## src/rtl/procyon_sram_ctrl.sv

```systemverilog
// Request-side controller for the external 1M x 16 asynchronous SRAM.
// Each DATA_WIDTH request is split into DATA_WIDTH/16 two-phase beats with registered pin outputs.
module procyon_sram_ctrl #(
  parameter int DATA_WIDTH = 32,
  parameter int ADDR_WIDTH = 32
) (
  input  logic                    clk,
  input  logic                    rst,
  input  logic                    i_req_valid,
  output logic                    o_req_ready,
  input  logic                    i_req_we,
  input  logic [ADDR_WIDTH-1:0]   i_req_addr,
  input  logic [DATA_WIDTH-1:0]   i_req_data,
  input  logic [DATA_WIDTH/8-1:0] i_req_byte_en,
  output logic                    o_rsp_valid,
  output logic [DATA_WIDTH-1:0]   o_rsp_data,
  output logic [19:0]             o_sram_addr,
  output logic [15:0]             o_sram_dq,
  output logic                    o_sram_dq_oe,
  input  logic [15:0]             i_sram_dq,
  output logic                    o_sram_ce_n,
  output logic                    o_sram_oe_n,
  output logic                    o_sram_we_n,
  output logic                    o_sram_lb_n,
  output logic                    o_sram_ub_n
);

  localparam int N    = DATA_WIDTH / 16;
  localparam int BW   = (N > 1) ? $clog2(N) : 1;
  localparam int BE_W = DATA_WIDTH / 8;
  // Word-address bits below the request alignment are forced to zero.
  localparam logic [19:0] ALIGN_MASK = ~((20'd1 << $clog2(N)) - 20'd1);

  localparam logic [1:0] IDLE = 2'd0;
  localparam logic [1:0] PH_A = 2'd1;
  localparam logic [1:0] PH_B = 2'd2;
  localparam logic [1:0] RESP = 2'd3;

  logic [1:0]            state;
  logic [BW-1:0]         beat;
  logic                  we_q;
  logic [19:0]           base_q;
  logic [DATA_WIDTH-1:0] data_q;
  logic [BE_W-1:0]       be_q;

  logic                  accept;
  logic                  last_beat;
  logic                  load_beat;
  logic [19:0]           req_base;
  logic [BW-1:0]         nb_idx;
  logic                  nb_we;
  logic [19:0]           nb_addr;
  logic [15:0]           nb_dq;
  logic [1:0]            nb_be;
  logic                  unused_addr;

  function automatic logic [15:0] lane_data(input logic [DATA_WIDTH-1:0] d, input int b);
    lane_data = d[16*b +: 16];
  endfunction

  function automatic logic [1:0] lane_be(input logic [BE_W-1:0] be, input int b);
    lane_be = be[2*b +: 2];
  endfunction

  assign unused_addr = ^i_req_addr;
  assign o_req_ready = (state == IDLE);
  assign req_base    = i_req_addr[20:1] & ALIGN_MASK;
  assign accept      = i_req_valid && (state == IDLE);
  assign last_beat   = (beat == BW'(N - 1));
  assign load_beat   = accept || ((state == PH_B) && !last_beat);

  // Pin values for the PH_A of the beat about to start: beat 0 of a fresh request or the next beat.
  always_comb begin
    nb_idx  = accept ? '0 : beat + BW'(1);
    nb_we   = accept ? i_req_we : we_q;
    nb_addr = (accept ? req_base : base_q) + 20'(nb_idx);
    nb_dq   = lane_data(accept ? i_req_data : data_q, int'(nb_idx));
    nb_be   = lane_be(accept ? i_req_byte_en : be_q, int'(nb_idx));
  end

  always_ff @(posedge clk or posedge rst) begin
    if (rst) begin
      state        <= IDLE;
      beat         <= '0;
      we_q         <= 1'b0;
      base_q       <= '0;
      data_q       <= '0;
      be_q         <= '0;
      o_rsp_valid  <= 1'b0;
      o_rsp_data   <= '0;
      o_sram_addr  <= '0;
      o_sram_dq    <= '0;
      o_sram_dq_oe <= 1'b0;
      o_sram_ce_n  <= 1'b1;
      o_sram_oe_n  <= 1'b1;
      o_sram_we_n  <= 1'b1;
      o_sram_lb_n  <= 1'b1;
      o_sram_ub_n  <= 1'b1;
    end else begin
      o_rsp_valid <= 1'b0;
      case (state)
        IDLE: begin
          if (i_req_valid) begin
            state  <= PH_A;
            beat   <= '0;
            we_q   <= i_req_we;
            base_q <= req_base;
            data_q <= i_req_data;
            be_q   <= i_req_byte_en;
          end
        end
        PH_A: begin
          state       <= PH_B;
          o_sram_we_n <= 1'b1;
        end
        PH_B: begin
          if (!we_q) o_rsp_data[16*int'(beat) +: 16] <= i_sram_dq;
          if (last_beat) begin
            state        <= RESP;
            o_rsp_valid  <= 1'b1;
            o_sram_dq_oe <= 1'b0;
            o_sram_ce_n  <= 1'b1;
            o_sram_oe_n  <= 1'b1;
            o_sram_we_n  <= 1'b1;
            o_sram_lb_n  <= 1'b1;
            o_sram_ub_n  <= 1'b1;
          end else begin
            state <= PH_A;
            beat  <= nb_idx;
          end
        end
        RESP:    state <= IDLE;
        default: state <= IDLE;
      endcase
      if (load_beat) begin
        o_sram_addr  <= nb_addr;
        o_sram_ce_n  <= 1'b0;
        o_sram_oe_n  <= nb_we;
        o_sram_we_n  <= ~nb_we;
        o_sram_dq_oe <= nb_we;
        o_sram_lb_n  <= nb_we ? ~nb_be[0] : 1'b0;
        o_sram_ub_n  <= nb_we ? ~nb_be[1] : 1'b0;
        if (nb_we) o_sram_dq <= nb_dq;
      end
    end
  end

endmodule

```

## config.mk

```make
export PLATFORM = sky130hd
export DESIGN_NAME = procyon_sram_ctrl
export DESIGN_NICKNAME = d
export VERILOG_FILES = /design/src/rtl/procyon_sram_ctrl.sv
export SDC_FILE = /design/constraint.sdc
export NUM_CORES = 1
export LEC_CHECK = 0
export BUFFER_PORTS_ARGS = -buffer_cell sky130_fd_sc_hd__buf_2
export CAP_MARGIN = 15
export CORE_MARGIN = 3
export CORE_UTILIZATION = 31
export CTS_CLUSTER_SIZE = 30
export DETAILED_ROUTE_END_ITERATION = 8
export MAX_ROUTING_LAYER = met4
export PLACE_DENSITY_LB_ADDON = 0.25
export SYNTH_ARGS = -nofsm -noshare
export SYNTH_HDL_FRONTEND = slang
export SYNTH_SLANG_ARGS = --single-unit
```

## constraint.sdc

```tcl
create_clock -name clk -period 8.1 [get_ports clk]
set_input_delay 1.62 -clock clk [delete_from_list [all_inputs] [get_ports clk]]
set_output_delay 1.62 -clock clk [all_outputs]
set_load 0.02 [all_outputs]
```

Word-level counts from Yosys, hierarchy flattened
Index checks and enable logic that the tools add are counted.
{ "totals": {"input_bits": 88, "ff_bits": 134, "out_inout_bits": 76} }
{ "op_classes": {"reduce_logical": 15, "addsub": 3, "eq_ne": 5, "n_mux": 27, "shift": 4, "n_bitwise": 4} }
{ "ops": {"columns": ["operator", "count"], "rows": [
  ["$neg 5->33", 1],
  ["$shift 16x33->32 const A", 1],
  ["$shiftx 16x33->32", 1],
  ["$bwmux 32", 1],
  ["$mux 32", 1],
  ["$shiftx 32x6->16", 1],
  ["$add 20x1->20", 1],
  ["$mux 20", 1],
  ["$mux 1", 18],
  ["$reduce_and 2->1", 6],
  ["$pmux 2 s4", 1],
  ["$reduce_bool 2->1", 3],
  ["$eq 2x2->1 const B", 2],
  ["$mux 2", 2],
  ["$mux 4", 1],
  ["$not 1->1", 4],
  ["$pmux 1 s2", 2],
  ["$shiftx 4x3->2", 1],
  ["$ne 3x3->1 const B", 1],
  ["$reduce_bool 3->1", 1],
  ["$eq 2x1->1 const B", 1],
  ["$logic_and 1x1->1", 2],
  ["$logic_not 2->1", 1],
  ["$ne 2x2->1 const B", 1],
  ["3 further kinds", 3]
]} }

Logic depth before layout (Yosys ltp)
Gate-level depths: netlist (run 1).
{ "depth": {"word_depth": 7, "depth_mapped": 5, "ltp_nobuf": 4} }

Worst setup path after synthesis (run 1)
No wires, ideal clock.
{ "synth_timing": {"path_kind": "input-to-reg", "start": "input port i_req_valid", "end": "register o_sram_addr[11]", "arrival_ns": 2.646, "setup_slack_ns": 5.329, "stages": 5, "n_path_buf": 2, "setup_time_ns": 0.125, "cell_sequence": "nor3b_2 -> buf_6 -> buf_6 -> mux2_4 -> mux2_2"} }
{ "synth_via": {"elab_chain_cells": 3, "word_cells_on_any_way": 5} }
{ "synth_lines": {"columns": ["item", "line_no", "rtl"], "rows": [
  ["start: declaration", "9", "input logic i_req_valid,"],
  ["$logic_and 1x1->1 (*)", "68", "assign accept = i_req_valid && (state == IDLE);"],
  ["$mux 20 or $mux 1 (tied branches)", "76, 74", null],
  ["$add 20x1->20", "76", "nb_addr = (accept ? req_base : base_q) + 20'(nb_idx);"],
  ["end signal: assignment", "136", "o_sram_addr <= nb_addr;"],
  ["end: declaration", "17", "output logic [19:0] o_sram_addr,"]
]} }
Mark *: on every way between the ends. The rest lies on a longest branch, timed or not.
A chain may end at the register's enable or synchronous reset.

Final worst setup path (run 1)
{ "layout_timing": {"start": "register state[0]", "end": "output port o_req_ready"} }
{ "layout_via": {"elab_chain_cells": 1} }
{ "layout_lines": {"columns": ["item", "line_no", "rtl"], "rows": [
  ["start: declaration", "39", "logic [1:0] state;"],
  ["start signal: assignment", "83", "state <= IDLE;"],
  ["start signal: assignment", "104", "state <= PH_A;"],
  ["start signal: assignment", "113", "state <= PH_B;"],
  ["$logic_not 2->1", "66", "assign o_req_ready = (state == IDLE);"],
  ["end: declaration", "10", "output logic o_req_ready,"]
]} }
Every way passes these cells.

==> results by group, run 1 <==
CTS
  – Clk_lat worst skew: 0.41 ns
  – # resized after CTS: 0
  – Number of setup buffers added after CTS: 0
  – Clk slew on worst S/H paths: 0.06 ns
  – CTS Hold Bufs: 0
  – Total CTS buffers: 17
  – # clock sinks: 132
  – Max Root-Sink Buffers: 2
  – TritonCTS clock tree: built
  – H-tree depth: 4
  – Clock Tree Root: clkbuf_16

Placed design
  – DP Cell Count: 709
  – Placed Area: 6480 um2
  – PortBufs: 150
  – Gpl congestion: around 0.73
  – HPWL after DPL: approximately 8000 um

Timing
  – Least-Margin Pin Slew: 0.957 ns
  – Hold Worst Slack: 0.467 ns
  – Max Freq: 0.330 GHz
  – Setup TNS: 0 ns
  – Pins Over Slew Limit: 0
  – Relative slew slack: between 30% and 40%
  – Clock skew: 0.0124 ns
  – Final setup viols: 0
  – Final min period: 3.03 ns
  – Final Hold Viols: 0
  – Unrepaired setup endpoints after global routing: false
  – Final Cycle Share: 37.4%

Worst setup path
  – Worst Path Arrival: 1.41 ns
  – Worst Setup Path Type: register to output pin
  – Critical Path RT: 6.48 ns
  – Worst Setup End Kind: output pin
  – Startpoint Class: register
  – CP Max Fanout: 14

Yosys
  – Seq/Total Area, Yosys: 59.5%
  – Distinct cells, synth: 24
  – Synth warnings: 0
  – Syn nets: 435
  – Mapped Cells: 347
  – Post-Syn Area: 5570 um2
  – Register bit count reported by yosys: between 100 and 150
  – Syn Area/Cell: 16.0 um2

Cells and area
  – Number of diodes: 0
  – Most common cell after layout, fill and taps aside: buf_2
  – Nets: 591
  – Commonest cells after routing, fill and taps aside: buf_2 (150), dfrtp_1 (127), mux2_2 (70), mux2_1 (59), mux2_4 (24)
  – Area grow syn2layout: 26.0%
  – Share of cells above drive strength 1: roughly 56%
  – Final Non-Filler Cells: 740
  – Post-route cell area: 7010 um2

Floorplan
  – Initial Util: 32.0%
  – IO Count: 164
  – Die width: between 100 and 150 um
  – Row cnt: 48
  – Die H: 140 um
  – Die area: about 20000 um2
  – Core ar.: approximately 17000 um2

Power
  – Sw frac: 34.4%
  – Clock group share of total power: roughly 22%
  – P per Cell Area: approximately 450 nW/um2
  – Pleak: 3.26 nW
  – Int Pwr: 0.00205 W
  – Flop pwr share: 37.6%
  – VDD IR max: 0.168 mV
  – Sw Pwr: 0.00107 W
  – Combinational share of power: between 40% and 50%

GRT
  – GRT Residual Overflow: 0
  – Tot GR Track Use: about an eighth
  – Largest net degree at the start of global routing: 77
  – Global-route wire length before repair: 19300 um
  – Initial antenna violation count: 0
  – Number of global-route vias before repair: ~3700

Detailed routing
  – DRT iter0 DRCs: 122
  – Vias: 3322
  – DR vias/cell: 4.49
  – Post-Route WL: 11800 um
  – DR WL/cell: 15.9 um
  – Remaining DRCs: 0
  – Routed Antenna Nets: 0
  – Router iterations before antenna repair: 4

Run status
  – Status: completed

Min path
  – Worst hold-check path type: register to register

Flow run
  – Max Cap Violations: 0
==> sequential cells by signal, summed over array words and instances (netlist names), 2 cells and up <==
name,cells
base_q,19
be_q,2
data_q,32
o_rsp_data,32
o_sram_addr,20
o_sram_dq,16
state,2
==> final timing paths <==
check	start	to	slack, ns	cells after the start
setup / recovery	state[0]	o_req_ready	5.07	2
hold / removal	o_sram_ce_n	o_sram_ce_n	0.47	2
setup reg to reg	state[0]	o_sram_dq[1]	5.88	4
hold reg to reg	o_sram_ce_n	o_sram_ce_n	0.47	2
max in group asynchronous	rst	o_rsp_data[25]	5.31	3
min in group asynchronous	rst	o_sram_addr[17]	1.32	2
==> power groups by stage <==
stage,combinational (W),clock [W],sequential (W)
2_1_floorplan,0.000734,0,0.00138
3_3_place_gp,0.00124,0,0.00117
3_5_place_dp,0.00128,0,0.00119
4_1_cts,0.00128,0.000724,0.00118
5_1_grt,0.00135,0.000752,0.00122
6_report,0.00125,0.000698,0.00117
==> cell families (layout without fill, tap and decap cells) <==
| kind of cell | count (synthesis) | after routing | synth area share (%) |
|---|---|---|---|
| AO/OA/AOI/OAI | 11 | 11 | 1.53 |
| buffers and inverters | 21 | 189 | 3.10 |
| flip-flops | 132 | 132 | 59.5 |
| multiplexers | 153 | 153 | 32.6 |
| AND/OR/NAND/NOR | 30 | 30 | 3.33 |
==> cell usage after synthesis <==
library cell	n	area (um2)
dfrtp_1	127	3180
dfstp_2	5	131
inv_1	4	15.0
o21bai_1	1	7.51
nor2_2	1	6.26
mux2_1	59	664
nand2b_1	4	25.0
o21ai_0	1	5.00
nor3_4	1	16.3
buf_4	4	30.0
a21oi_4	2	32.5
nor2_1	6	22.5
nand3b_1	7	52.6
nor3_1	2	10.0
nor3b_2	1	12.5
buf_6	10	113
mux2_2	70	788
or3b_1	1	8.76
nand2_1	6	22.5
or3b_2	1	8.76
mux2_4	24	360
buf_2	3	15.0
a21oi_1	5	25.0
a21o_1	2	15.0
==> layer usage <==
metal	track usage [%]	vias to the layer above	part of all wire (%)
li1	-	1547	-
met1	15.0	1671	43
met2	21.1	83	51
met3	2.87	21	3.6
met4	6.07	0	2.5
met5	-	-	0
==> area by class of cell <==
| cell class | count | area [um2] |
|---|---|---|
| multi-input cells | 194 | 2090 |
| repair buffers | 154 | 781 |
| flip-flops and latches | 132 | 3310 |
| inverters | 4 | 17.5 |
| clock buffers | 21 | 450 |
| fillers | 1676 | 10400 |
| clock inverters | 10 | 85.1 |
| well taps | 225 | 282 |
==> stage by stage <==
step           total power, W  setup slack [ns]  utilization [%]
6_report              0.00312              5.07             40.3
4_1_cts               0.00319              5.05             40.3
2_1_floorplan         0.00212              2.96                -
3_3_place_gp          0.00241              4.75             37.2
3_5_place_dp          0.00247              4.72             37.2
5_1_grt               0.00333              4.96             40.3
==> critical path, stage by stage (launching register included) <==
cell	delay, ns
dfrtp_1	0.72
nor2_1	0.09
buf_2	0.19
No activity file was read; power rests on OpenSTA's default activity.
==> run 2: changes to the inputs <==
clock period = 2.7 ns   (was 8.1 ns; I/O delays follow)
==> run 2 against run 1 <==
Against the previous run: critical endpoint is now o_sram_addr[11]; flip-flop and latch count unchanged; sequential power rose to 3.0 times the previous value; critical path depth grew 2; combinational power grew to 3.1 times the previous value; clock-buffer cell count down 2.
==> results by group, run 2 (synthesized netlist as in run 1, its figures left out) <==
Run status
  – Status: completed

Cells and area
  – Area grow syn2layout: 28.8%
  – Number of diodes: 0 (unchanged)
  – Biggest regs: data_q x32, o_rsp_data x32, o_sram_addr x20
  – Commonest cells after routing, fill and taps aside: buf_2 (150), dfrtp_1 (127), mux2_2 (70), mux2_1 (59), mux2_4 (24)
  – Most common cell after layout, fill and taps aside: buf_2
  – Share of cells above drive strength 1: 57.3% (+1.3 points)
  – Final-layout fill cell count: 1680 (+0.24%)
  – Nets: 600 (+1.5%)

Worst setup path
  – Startpoint Class: register
  – Worst Path Arrival: 2.28 ns (+0.87 ns)
  – CP Max Fanout: 19 (+5)
  – Worst Setup End Kind: register
  – Worst reg-to-reg setup slack: 0.71 ns (-5.17 ns)
  – Worst Setup Path Type: register to register
  – Critical Path RT: 3.00 ns (-3.48 ns)

Timing
  – Pins Over Slew Limit: 0 (unchanged)
  – Unrepaired setup endpoints after global routing: false
  – Setup TNS: 0 ns (unchanged)
  – Final min period: 1.99 ns
  – Relative slew slack: 48.3% (+12 points)
  – Max Freq: 0.503 GHz
  – Final setup viols: 0 (unchanged)
  – Clock skew: 0.00666 ns (-0.00575 ns)
  – Least-Margin Pin Slew: 0.776 ns (-0.182 ns)
  – Final Hold Viols: 0 (unchanged)
  – Final Cycle Share: roughly 74%

Power
  – Clock group share of total power: 23.5% (+1.2 points)
  – Pleak: 3.34 nW (+2.4%)
  – Design Power: 0.00965 W (+210%)
  – VDD IR max: 0.468 mV (+180%)
  – Sw frac: 34.1% (-0.26 points)
  – Int Pwr: 0.00636 W (+210%)
  – Sw Pwr: 0.00329 W (+210%)
  – P per Cell Area: 1350 nW/um2 (+200%)
  – Flop pwr share: 36.2% (-1.4 points)
  – Combinational share of power: 40.3% (+0.2 points)

Placed design
  – HPWL after DPL: 8130 um (+1.7%)
  – PortBufs: 150 (unchanged)
  – Gpl congestion: 0.710 (-2.7%)

CTS
  – Number of setup buffers added after CTS: 0 (unchanged)
  – Clock Tree Root: clkbuf_16
  – Max Root-Sink Buffers: 2 (unchanged)
  – Clk slew on worst S/H paths: 0.06 ns (about the same)
  – Clk_lat worst skew: 0.41 ns (about the same)
  – H-tree depth: 4 (unchanged)
  – Total CTS buffers: 17 (unchanged)
  – # clock sinks: 132 (unchanged)
  – TritonCTS clock tree: built
  – CTS Hold Bufs: 0 (unchanged)
  – # resized after CTS: 0 (unchanged)

GRT
  – Tot GR Track Use: 13.0% (+0.21 points)
  – Global-route wire length before repair: 19800 um (+2.3%)
  – GRT Residual Overflow: 0 (unchanged)
  – Number of global-route vias before repair: 3753 (+2.2%)
  – Initial antenna violation count: 0 (unchanged)
  – Largest net degree at the start of global routing: 133 (+73%)

Min path
  – Worst hold-check path type: input port to asynchronous set/reset pin

Detailed routing
  – DRT iter0 DRCs: 103 (-16%)
  – Post-Route WL: 11700 um (-0.29%)
  – Router iterations before antenna repair: 4 (unchanged)
  – Routed Antenna Nets: 0 (unchanged)
  – Vias: 3369 (+1.4%)
  – Remaining DRCs: 0 (unchanged)
  – DR WL/cell: 15.7 um (-1.5%)
  – DR vias/cell: 4.50 (+0.20%)

Flow run
  – Max Cap Violations: 0 (unchanged)

Floorplan
  – Die H: 140 um (unchanged)
  – Initial Util: 32.0% (unchanged)
  – Die width: 140 um (unchanged)
  – IO Count: 164 (unchanged)
  – Core ar.: 17400 um2 (unchanged)
  – Row cnt: 48 (unchanged)
  – Die area: 19600 um2 (unchanged)
[run 2: changes by cell type in the layout (fill, tap and decap cells not counted), sizes merged]
cell | previous run | this run
buf | 154 | 163
bufinv | 1 | 2
clkbuf | 21 | 19
clkinvlp | 4 | 5
[run 2: critical path, cell delays in order (launching register included)]
cell,delay [ns]
dfrtp_1,0.46
buf_4,0.21
nand2b_1,0.19
a21oi_4,0.59
mux2_2,0.41
[run 2: worst paths after layout]
check | end | cells after the start | from
worst max register to register | o_sram_addr[11] | 4 | state[1]
worst min register to register | o_sram_ce_n | 2 | o_sram_ce_n
worst max-delay path | o_sram_addr[11] | 4 | state[1]
min in group clk | data_q[16] | 2 | i_req_data[16]
worst min-delay path | o_rsp_data[21] | 3 | rst
max in group asynchronous | o_rsp_data[31] | 3 | rst
[run 2: per-stage QoR]
stage	cells	worst slack, ns	area [um2]	utilization, %	hold WS [ns]
final	749	0.712	7170	41.2	0.281
after global routing	749	0.614	7170	41.2	0.332
after detailed placement	718	0.443	6590	37.8	0.467
after CTS	749	0.637	7170	41.2	0.326
after floorplan	347	0.527	5570	-	0.450
after global placement	718	0.451	6590	37.8	0.456
[run 2: layout make-up]
cell class	count	area [um2]	share of cell area, %
Clock buffer	19	453	6.32
Clock inverter	12	131	1.83
Inverter	4	18.8	0.262
Multi-Input combinational cell	194	2090	29.1
Sequential cell	132	3310	46.2
Tap cell	225	282	3.93
Timing Repair Buffer	163	886	12.4
[run 2: layer usage]
layer	wire [um]	GRT usage, %	vias up
li1	-	-	1565
met1	5260	16.0	1701
met2	5750	20.7	86
met3	522	3.69	17
met4	204	4.54	0
met5	0	-	-
[run 2: power groups by stage]
stage	combinational, W	clock, W	sequential, W
5_1_grt	0.00423	0.00244	0.00363
2_1_floorplan	0.00220	0	0.00415
4_1_cts	0.00398	0.00234	0.00351
3_3_place_gp	0.00387	0	0.00348
6_report	0.00389	0.00227	0.00350
3_5_place_dp	0.00396	0	0.00353
